File: src/rtl/digit_accumulator.sv
// Keypad digit entry buffer with backspace/clear, followed by a serial
// decimal-to-binary conversion (one digit per clock) with saturation.
module digit_accumulator #(
   parameter int MAX_DIGITS = 3,
   parameter int WIDTH      = 16,
   parameter int ASCII_IN   = 0
) (
   input  logic                             FPGAClk,
   input  logic                             rst_n,
   input  logic                             digit_valid,
   input  logic [7:0]                       digit_in,
   output logic                             digit_ready,
   input  logic                             backspace,
   input  logic                             clear,
   input  logic                             commit,
   output logic                             busy,
   output logic [$clog2(MAX_DIGITS+1)-1:0]  digit_count,
   output logic [WIDTH-1:0]                 value,
   output logic                             value_valid,
   output logic                             overflow,
   output logic                             bad_digit
);

   localparam int CW = $clog2(MAX_DIGITS+1);

   typedef enum logic [1:0] {ENTRY, CONVERT, DONE} state_t;

   state_t                       state, state_d;
   logic [CW-1:0]                cnt, cnt_d, idx, idx_d;
   logic [MAX_DIGITS-1:0][3:0]   dbuf;
   logic [WIDTH-1:0]             acc, acc_d, value_d;
   logic                         ovf, ovf_d, overflow_d, vv_d, bad_d, wr_en;
   logic [7:0]                   code;
   logic                         code_ok;
   logic [3:0]                   dig, cur;
   logic [WIDTH+3:0]             acc_x, acc_nx;

   // ASCII codes below '0' wrap to large values and fail the range check
   always_comb begin
      code = (ASCII_IN != 0) ? (digit_in - 8'h30) : digit_in;
      code_ok = (code <= 8'd9);
      dig = code[3:0];
   end

   always_comb begin
      cur = '0;
      for (int i = 0; i < MAX_DIGITS; i++)
         if (idx == CW'(i)) cur = dbuf[i];
   end

   // acc*10 as shift-and-add; WIDTH+4 bits cannot overflow for acc <= 2^WIDTH-1
   always_comb begin
      acc_x  = {4'b0000, acc};
      acc_nx = (acc_x << 3) + (acc_x << 1) + {{WIDTH{1'b0}}, cur};
   end

   always_comb begin
      state_d    = state;
      cnt_d      = cnt;
      idx_d      = idx;
      acc_d      = acc;
      ovf_d      = ovf;
      value_d    = value;
      overflow_d = overflow;
      vv_d       = 1'b0;
      bad_d      = 1'b0;
      wr_en      = 1'b0;
      case (state)
         ENTRY: begin
            if (clear) begin
               cnt_d = '0;
            end else if (commit) begin
               idx_d   = '0;
               acc_d   = '0;
               ovf_d   = 1'b0;
               state_d = (cnt == '0) ? DONE : CONVERT;
            end else if (backspace) begin
               if (cnt != '0) cnt_d = cnt - CW'(1);
            end else if (digit_valid) begin
               if (code_ok && (cnt < CW'(MAX_DIGITS))) begin
                  wr_en = 1'b1;
                  cnt_d = cnt + CW'(1);
               end else begin
                  bad_d = 1'b1;
               end
            end
         end
         CONVERT: begin
            if (clear) begin
               state_d = ENTRY;
               cnt_d   = '0;
            end else begin
               if (acc_nx[WIDTH+3:WIDTH] != 4'b0000) begin
                  acc_d = '1;
                  ovf_d = 1'b1;
               end else begin
                  acc_d = acc_nx[WIDTH-1:0];
               end
               idx_d = idx + CW'(1);
               if (idx == cnt - CW'(1)) state_d = DONE;
            end
         end
         DONE: begin
            value_d    = acc;
            overflow_d = ovf;
            vv_d       = 1'b1;
            cnt_d      = '0;
            state_d    = ENTRY;
         end
         default: state_d = ENTRY;
      endcase
   end

   always_ff @(posedge FPGAClk or negedge rst_n) begin
      if (!rst_n) begin
         state       <= ENTRY;
         cnt         <= '0;
         idx         <= '0;
         acc         <= '0;
         ovf         <= 1'b0;
         dbuf        <= '0;
         value       <= '0;
         overflow    <= 1'b0;
         value_valid <= 1'b0;
         bad_digit   <= 1'b0;
      end else begin
         state       <= state_d;
         cnt         <= cnt_d;
         idx         <= idx_d;
         acc         <= acc_d;
         ovf         <= ovf_d;
         value       <= value_d;
         overflow    <= overflow_d;
         value_valid <= vv_d;
         bad_digit   <= bad_d;
         for (int i = 0; i < MAX_DIGITS; i++)
            if (wr_en && (cnt == CW'(i))) dbuf[i] <= dig;
      end
   end

   assign digit_ready = (state == ENTRY);
   assign busy        = (state != ENTRY);
   assign digit_count = cnt;

endmodule

File: config.mk
export PLATFORM = sky130hd
export DESIGN_NAME = digit_accumulator
export DESIGN_NICKNAME = d
export VERILOG_FILES = /design/src/rtl/digit_accumulator.sv
export SDC_FILE = /design/constraint.sdc
export NUM_CORES = 1
export LEC_CHECK = 0
export CORE_MARGIN = 2
export CORE_UTILIZATION = 55
export DETAILED_ROUTE_END_ITERATION = 16
export GPL_ROUTABILITY_DRIVEN = 0
export PLACE_DENSITY_LB_ADDON = 0.15
export SYNTH_ARGS = -nofsm -noshare
export SYNTH_HDL_FRONTEND = slang
export SYNTH_SLANG_ARGS = --single-unit
File: constraint.sdc
create_clock -name FPGAClk -period 6.91 [get_ports FPGAClk]
set_input_delay 0.691 -clock FPGAClk [delete_from_list [all_inputs] [get_ports FPGAClk]]
set_output_delay 0.691 -clock FPGAClk [all_outputs]
set_load 0.02 [all_outputs]
After elaboration in Yosys (flattened, before gate mapping)
Cells that the tools add are included.
{"block": "totals", "register_bits": 54, "input_bits": 14, "out_inout_bits": 23, "wordCells": 96}
{"block": "op_classes", "addsub": 5, "n_lt_le_gt_ge": 2, "n_eq_ne": 17, "n_mux": 44, "reduce_logical": 16}
{"cell": "2-to-1 mux 16 bit", "n": 4}
{"cell": "case mux 16 bit (2 select lines)", "n": 1}
{"cell": "2-to-1 mux 2 bit", "n": 15}
{"cell": "adder 19 x 17 -> 20 bit", "n": 1}
{"cell": "adder 20 x 4 -> 20 bit", "n": 1}
{"cell": "2-to-1 mux 1 bit", "n": 17}
{"cell": "2-to-1 mux 4 bit", "n": 3}
{"cell": "less-or-equal comparator 8 x 4 -> 1 bit (second input constant)", "n": 1}
{"cell": "!= test 2 bit (second input constant)", "n": 4}
{"cell": "!= test 4 x 2 -> 1 bit (second input constant)", "n": 2}
{"cell": "case mux 2 bit (2 select lines)", "n": 2}
{"cell": "equality test 2 x 1 -> 1 bit (second input constant)", "n": 3}
{"cell": "equality test 2 bit (second input constant)", "n": 3}
{"cell": "zero test 2 bit", "n": 3}
{"cell": "!= test 3 bit (second input constant)", "n": 2}
{"cell": "case mux 2 bit (3 select lines)", "n": 1}
{"cell": "AND reduction 6 bit", "n": 1}
{"cell": "nonzero test 2 bit", "n": 3}
{"cell": "AND reduction 5 bit", "n": 1}
{"cell": "adder 2 x 1 -> 2 bit (second input constant)", "n": 2}
{"cell": "logical AND 1 bit", "n": 4}
{"cell": "!= test 4 x 1 -> 1 bit (second input constant)", "n": 1}
{"cell": "AND reduction 4 bit", "n": 1}
{"cell": "nonzero test 4 bit", "n": 1}
{"cell": "7 further kinds", "n": 7}

Longest topological paths before layout
{"block": "logic_depth", "word_depth": 9, "mapped_depth": 16, "ltp_nobuf": 15}

Least setup slack after synthesis
No wires, ideal clock.
{"block": "synth_timing", "kind": "reg2reg", "from": "reg idx[1]", "to": "reg acc[0]", "setup_ns": 0.131, "arrival_time_ns": 3.575, "required_ns": 6.779, "slack_ns": 3.203, "path_stages_with_launch": 16, "n_path_buf": 1, "period_less_slack_ns": 3.707, "cell_sequence": "dfrtp_1 > inv_1 > ha_1 > nor2_1 > a21oi_1 > o21ai_0 > fa_1 > inv_1 > fa_1 > and2b_1 > o2111ai_2 > a211oi_1 > o21ai_1 > a2111oi_4 > buf_6 > a31oi_1"}
{"block": "synth_between", "elab_chain_len": 9, "word_cells_on_any_way": 11, "cone_classes": "1 x add/sub; 2 x eq/ne; 6 x mux; 2 x reduce/logical"}
{"item": "from (decl)", "line_no": "29", "text": "logic [CW-1:0] cnt, cnt_d, idx, idx_d;"}
{"item": "from (signal assigned)", "line_no": "129", "text": "idx <= idx_d;"}
{"item": "zero test 2 bit", "line_no": "48", "text": "if (idx == CW'(i)) cur = dbuf[i];"}
{"item": "2-to-1 mux 4 bit (2 in a row)", "line_no": "48"}
{"item": "2-to-1 mux 4 bit *", "line_no": "48"}
{"item": "adder 20 x 4 -> 20 bit *", "line_no": "54", "text": "acc_nx = (acc_x << 3) + (acc_x << 1) + {{WIDTH{1'b0}}, cur};"}
{"item": "nonzero test 4 bit", "line_no": "93", "text": "if (acc_nx[WIDTH+3:WIDTH] != 4'b0000) begin"}
{"item": "2-to-1 mux 16 bit *", "line_no": "93"}
{"item": "2-to-1 mux 16 bit *", "line_no": "89", "text": "if (clear) begin"}
{"item": "case mux 16 bit (2 select lines) *", "line_no": "68", "text": "case (state)"}
{"item": "to (signal assigned)", "line_no": "119", "text": "acc <= '0;"}
{"item": "to (signal assigned)", "line_no": "130", "text": "acc <= acc_d;"}
{"item": "to (decl)", "line_no": "31", "text": "logic [WIDTH-1:0] acc, acc_d, value_d;"}
Every way passes the cells marked *; elsewhere a longest branch is shown, timed or not. The select of a mux whose other input is x is not followed.
A chain may end at the register's enable or synchronous reset.

Final worst setup path
{"block": "layout_timing", "from": "reg idx[1]", "to": "reg acc[3]"}
The elaborated chain is that of the path after synthesis.

==> flow_metrics.tcl <==
set metrics [dict create \
    synth-edff-count 0 \
    syn_avg_cell_area_um2 10.0 \
    cp-startpoint "idx[1]" \
    cts_resized 0 \
    antenna_cells 0 \
    grt_pass1_wl_um 13000 \
    finalSetupTns_ns 0 \
    hold_class "in -> async" \
    antenna_found_initial 0 \
    root_buffer "clkbuf_8" \
    setup_viol 0 \
    vias_per_cell 5.95 \
    dr_wl_met3_um 276 \
    wl_per_cell_um 16.1 \
    clk_pin_slew_worst_paths_ns 0.10 \
    cp_common_cell "ha_1" \
    grt_pass1_vias 2725 \
    maxCapViolations 0 \
    dp_slack_ns 2.30 \
    r2r_cells 15 \
    synth_cells 362 \
    grt_max_degree 55 \
    tightest_slew_ns 1.28 \
    cp_max_fo 17 \
    crit_chain "inv_1 > ha_1 > nor2b_1 > a22oi_1 > o21ai_0 > ha_1 > ha_1 > inv_1 > fa_1 > and2b_1 > o2111ai_2 > a211oi_1 > o21ai_1 > xor2_1 > a41oi_1" \
    cts_setup_buffers 0 \
    n_fill_cell 509 \
    synthArstFlopShare_pct 100 \
    io_buffers 36 \
    synth.area.top_cells "dfrtp_1, ha_1, mux2_2, a21oi_1, nand2_1" \
    design.core.area_um2 6350 \
    start_util_pct 57.0 \
    rsz0062_at_grt "no" \
    required_ns 7.03 \
    worstSetupStartpointType "register" \
    first_iter_violations 160 \
    num_rows 29 \
    cts_tree "done" \
    cts.htree.levels 2 \
    fin_nets 449 \
    p_total_uw 838 \
    crit_slowest_cell "xor2_1" \
    top_layer_used "met4" \
    yosysWarnings 0 \
    p_leak_nw 1.96 \
    ys_ff_latch 54 \
    r2r_end "acc[3]" \
    seq_area_frac_synth_pct 37.3 \
    multi_input_comb_area_um2 2140 \
    fin_crit_sh_pct 67.6 \
    cpPeakStageDelay_ns 1.00 \
    skew_ns 0.0108 \
    cts_sinks 54 \
    grt-ovfl-total 0 \
    relSlewSlack_pct 14.6 \
    vias 2791 \
    clk_path_buf_depth 2 \
    status "finished, final reports clean" \
    regArea_um2 1350 \
    fp.dieW_um 85.1 \
    final.min_clock_period_ns 4.67 \
    met1Wirelength_um 3720 \
    powerDensity_nw_per_um2 203 \
    synth.top_cell.area_share_pct 37.3 \
    rrSetupSlack_ns 2.24 \
    clkLatencyLatePin_ns 0.31 \
    syn_to_final_growth_pct 13.8 \
    critical_path_class "reg -> reg" \
    ctsHoldBuffers 0 \
    dieHeight_um 85.1 \
    layout-drive-gt1-share_pct 11.2 \
    ys.flop_type "dfrtp_1" \
    hold_viol 0 \
    first_pass_iters 4 \
    wl_um 7550 \
    timing.rr.start "idx[1]" \
    layout_setup_ws_ns 2.24 \
    cp_data_arrival_time_ns 4.79 \
    drc 0 \
    die_area_um2 7250 \
    endpoint "acc[3]" \
    max_freq_mhz 214 \
    slew_viol_final 0 \
    syn_nets 420 \
    synth_cell_type_count 47 \
    antenna_left 0 \
    numCtsBuffers 5 \
    synth_area_um2 3620 \
    dr_wl_met2_um 3500 \
    synth_top_area_cell "dfrtp_1" \
    ir_drop_uv 230 \
    end_kind "register" \
    grt_use_total_pct 22.2 \
    io_pins 37 \
    dp_hpwl_um 5520 \
]
-- cell families (layout without fill, tap and decap cells) --
family	count (synthesis)	after routing	share of synthesized area, %
muxes	33	33	10.2
adders and majority gates	44	44	15.6
buffers and inverters	29	59	3.53
and+or+nand+nor	71	71	9.19
xor gates and xnor gates	16	16	3.87
DFF	54	54	37.3
AOI/OAI and AO/OA	115	115	20.3
-- critical path, delay by kind of cell, from the launching register on --
| family | cells | cell delay, ns |
|---|---|---|
| flip-flops | 1 | 0.43 |
| AO/OA/AOI/OAI | 6 | 1.38 |
| buffers and inverters | 2 | 0.17 |
| AND/OR/NAND/NOR | 2 | 0.35 |
| XOR/XNOR | 1 | 1.00 |
| adder cells (fa/ha/maj) | 4 | 1.15 |
-- cell usage after synthesis (9+ instances only) --
library cell	number
a21oi_1	45
a31oi_1	12
clkbuf_1	9
dfrtp_1	54
ha_1	42
inv_1	14
mux2_2	31
nand2_1	28
nor2_1	15
o21ai_0	18
xnor2_1	12
-- power by group --
part | internal [mW] | switching, mW
Combinational | 0.113 | 0.150
Clock | 0.110 | 0.111
Sequential | 0.335 | 0.0188
-- cells in the final DEF (no fill, tap or decap), types with 2 or more instances in the layout --
cell type / synthesis / layout
nand2_1: 28 / 28
nand4_1: 6 / 6
nor3_1: 3 / 3
xnor2_1: 12 / 12
nand2b_1: 4 / 4
a21o_1: 7 / 7
xor2_1: 4 / 4
mux2i_1: 2 / 2
o21ai_1: 2 / 2
a41oi_1: 7 / 7
clkbuf_8: 0 / 5
nor2b_1: 6 / 6
nor2_1: 15 / 15
o22ai_1: 2 / 2
ha_1: 42 / 42
a21oi_1: 45 / 45
o21ai_0: 18 / 18
a211oi_1: 4 / 4
a22oi_1: 3 / 3
clkdlybuf4s50_1: 0 / 35
fa_1: 2 / 2
inv_1: 14 / 14
mux2_2: 31 / 31
nand3_1: 4 / 4
o21bai_1: 2 / 2
a31oi_1: 12 / 12
dfrtp_1: 54 / 54
o211ai_1: 2 / 2
-- cell type report --
| class | count | share of cell area (%) |
|---|---|---|
| Clock buffer | 5 | 1.67 |
| Inverter | 14 | 1.28 |
| Multi-Input combinational cell | 279 | 52.0 |
| Clock inverter | 3 | 1.15 |
| Tap cell | 77 | 2.34 |
| Timing Repair Buffer | 37 | 8.81 |
| Sequential cell | 54 | 32.8 |
-- flip-flops by register name, indices dropped and copies added, names as in the netlist, 2 cells and up --
signal       count
dbuf            12
acc             16
idx              2
value           16
digit_count      2
state            2
-- per-stage QoR --
step	instance area [um2]	hold WS (ns)	instances	utilization (%)
finish	4120	0.501	469	64.9
global route	4120	0.537	469	64.9
CTS	4120	0.518	469	64.9
detailed placement	4000	0.494	461	63.1
global placement	4000	0.489	461	63.1
floorplan	3620	0.395	362	-
-- metal layers --
layer | vias to the layer above | GRT usage (%)
met4 | 0 | 5.92
met5 | - | 0
met1 | 1335 | 33.1
met2 | 62 | 33.9
li1 | 1388 | -
met3 | 6 | 3.31
-- worst min-delay path by stage --
stage / start / cells past startpoint / endpoint
after floorplan: rst_n / 0 / acc[0]
after global placement: value[11] / 1 / value[11]
after detailed placement: value[9] / 1 / value[9]
after CTS: rst_n / 2 / value[15]
after global routing: dbuf[2] / 1 / dbuf[2]
final: rst_n / 2 / value[11]
Power figures use the tool's default switching activity.
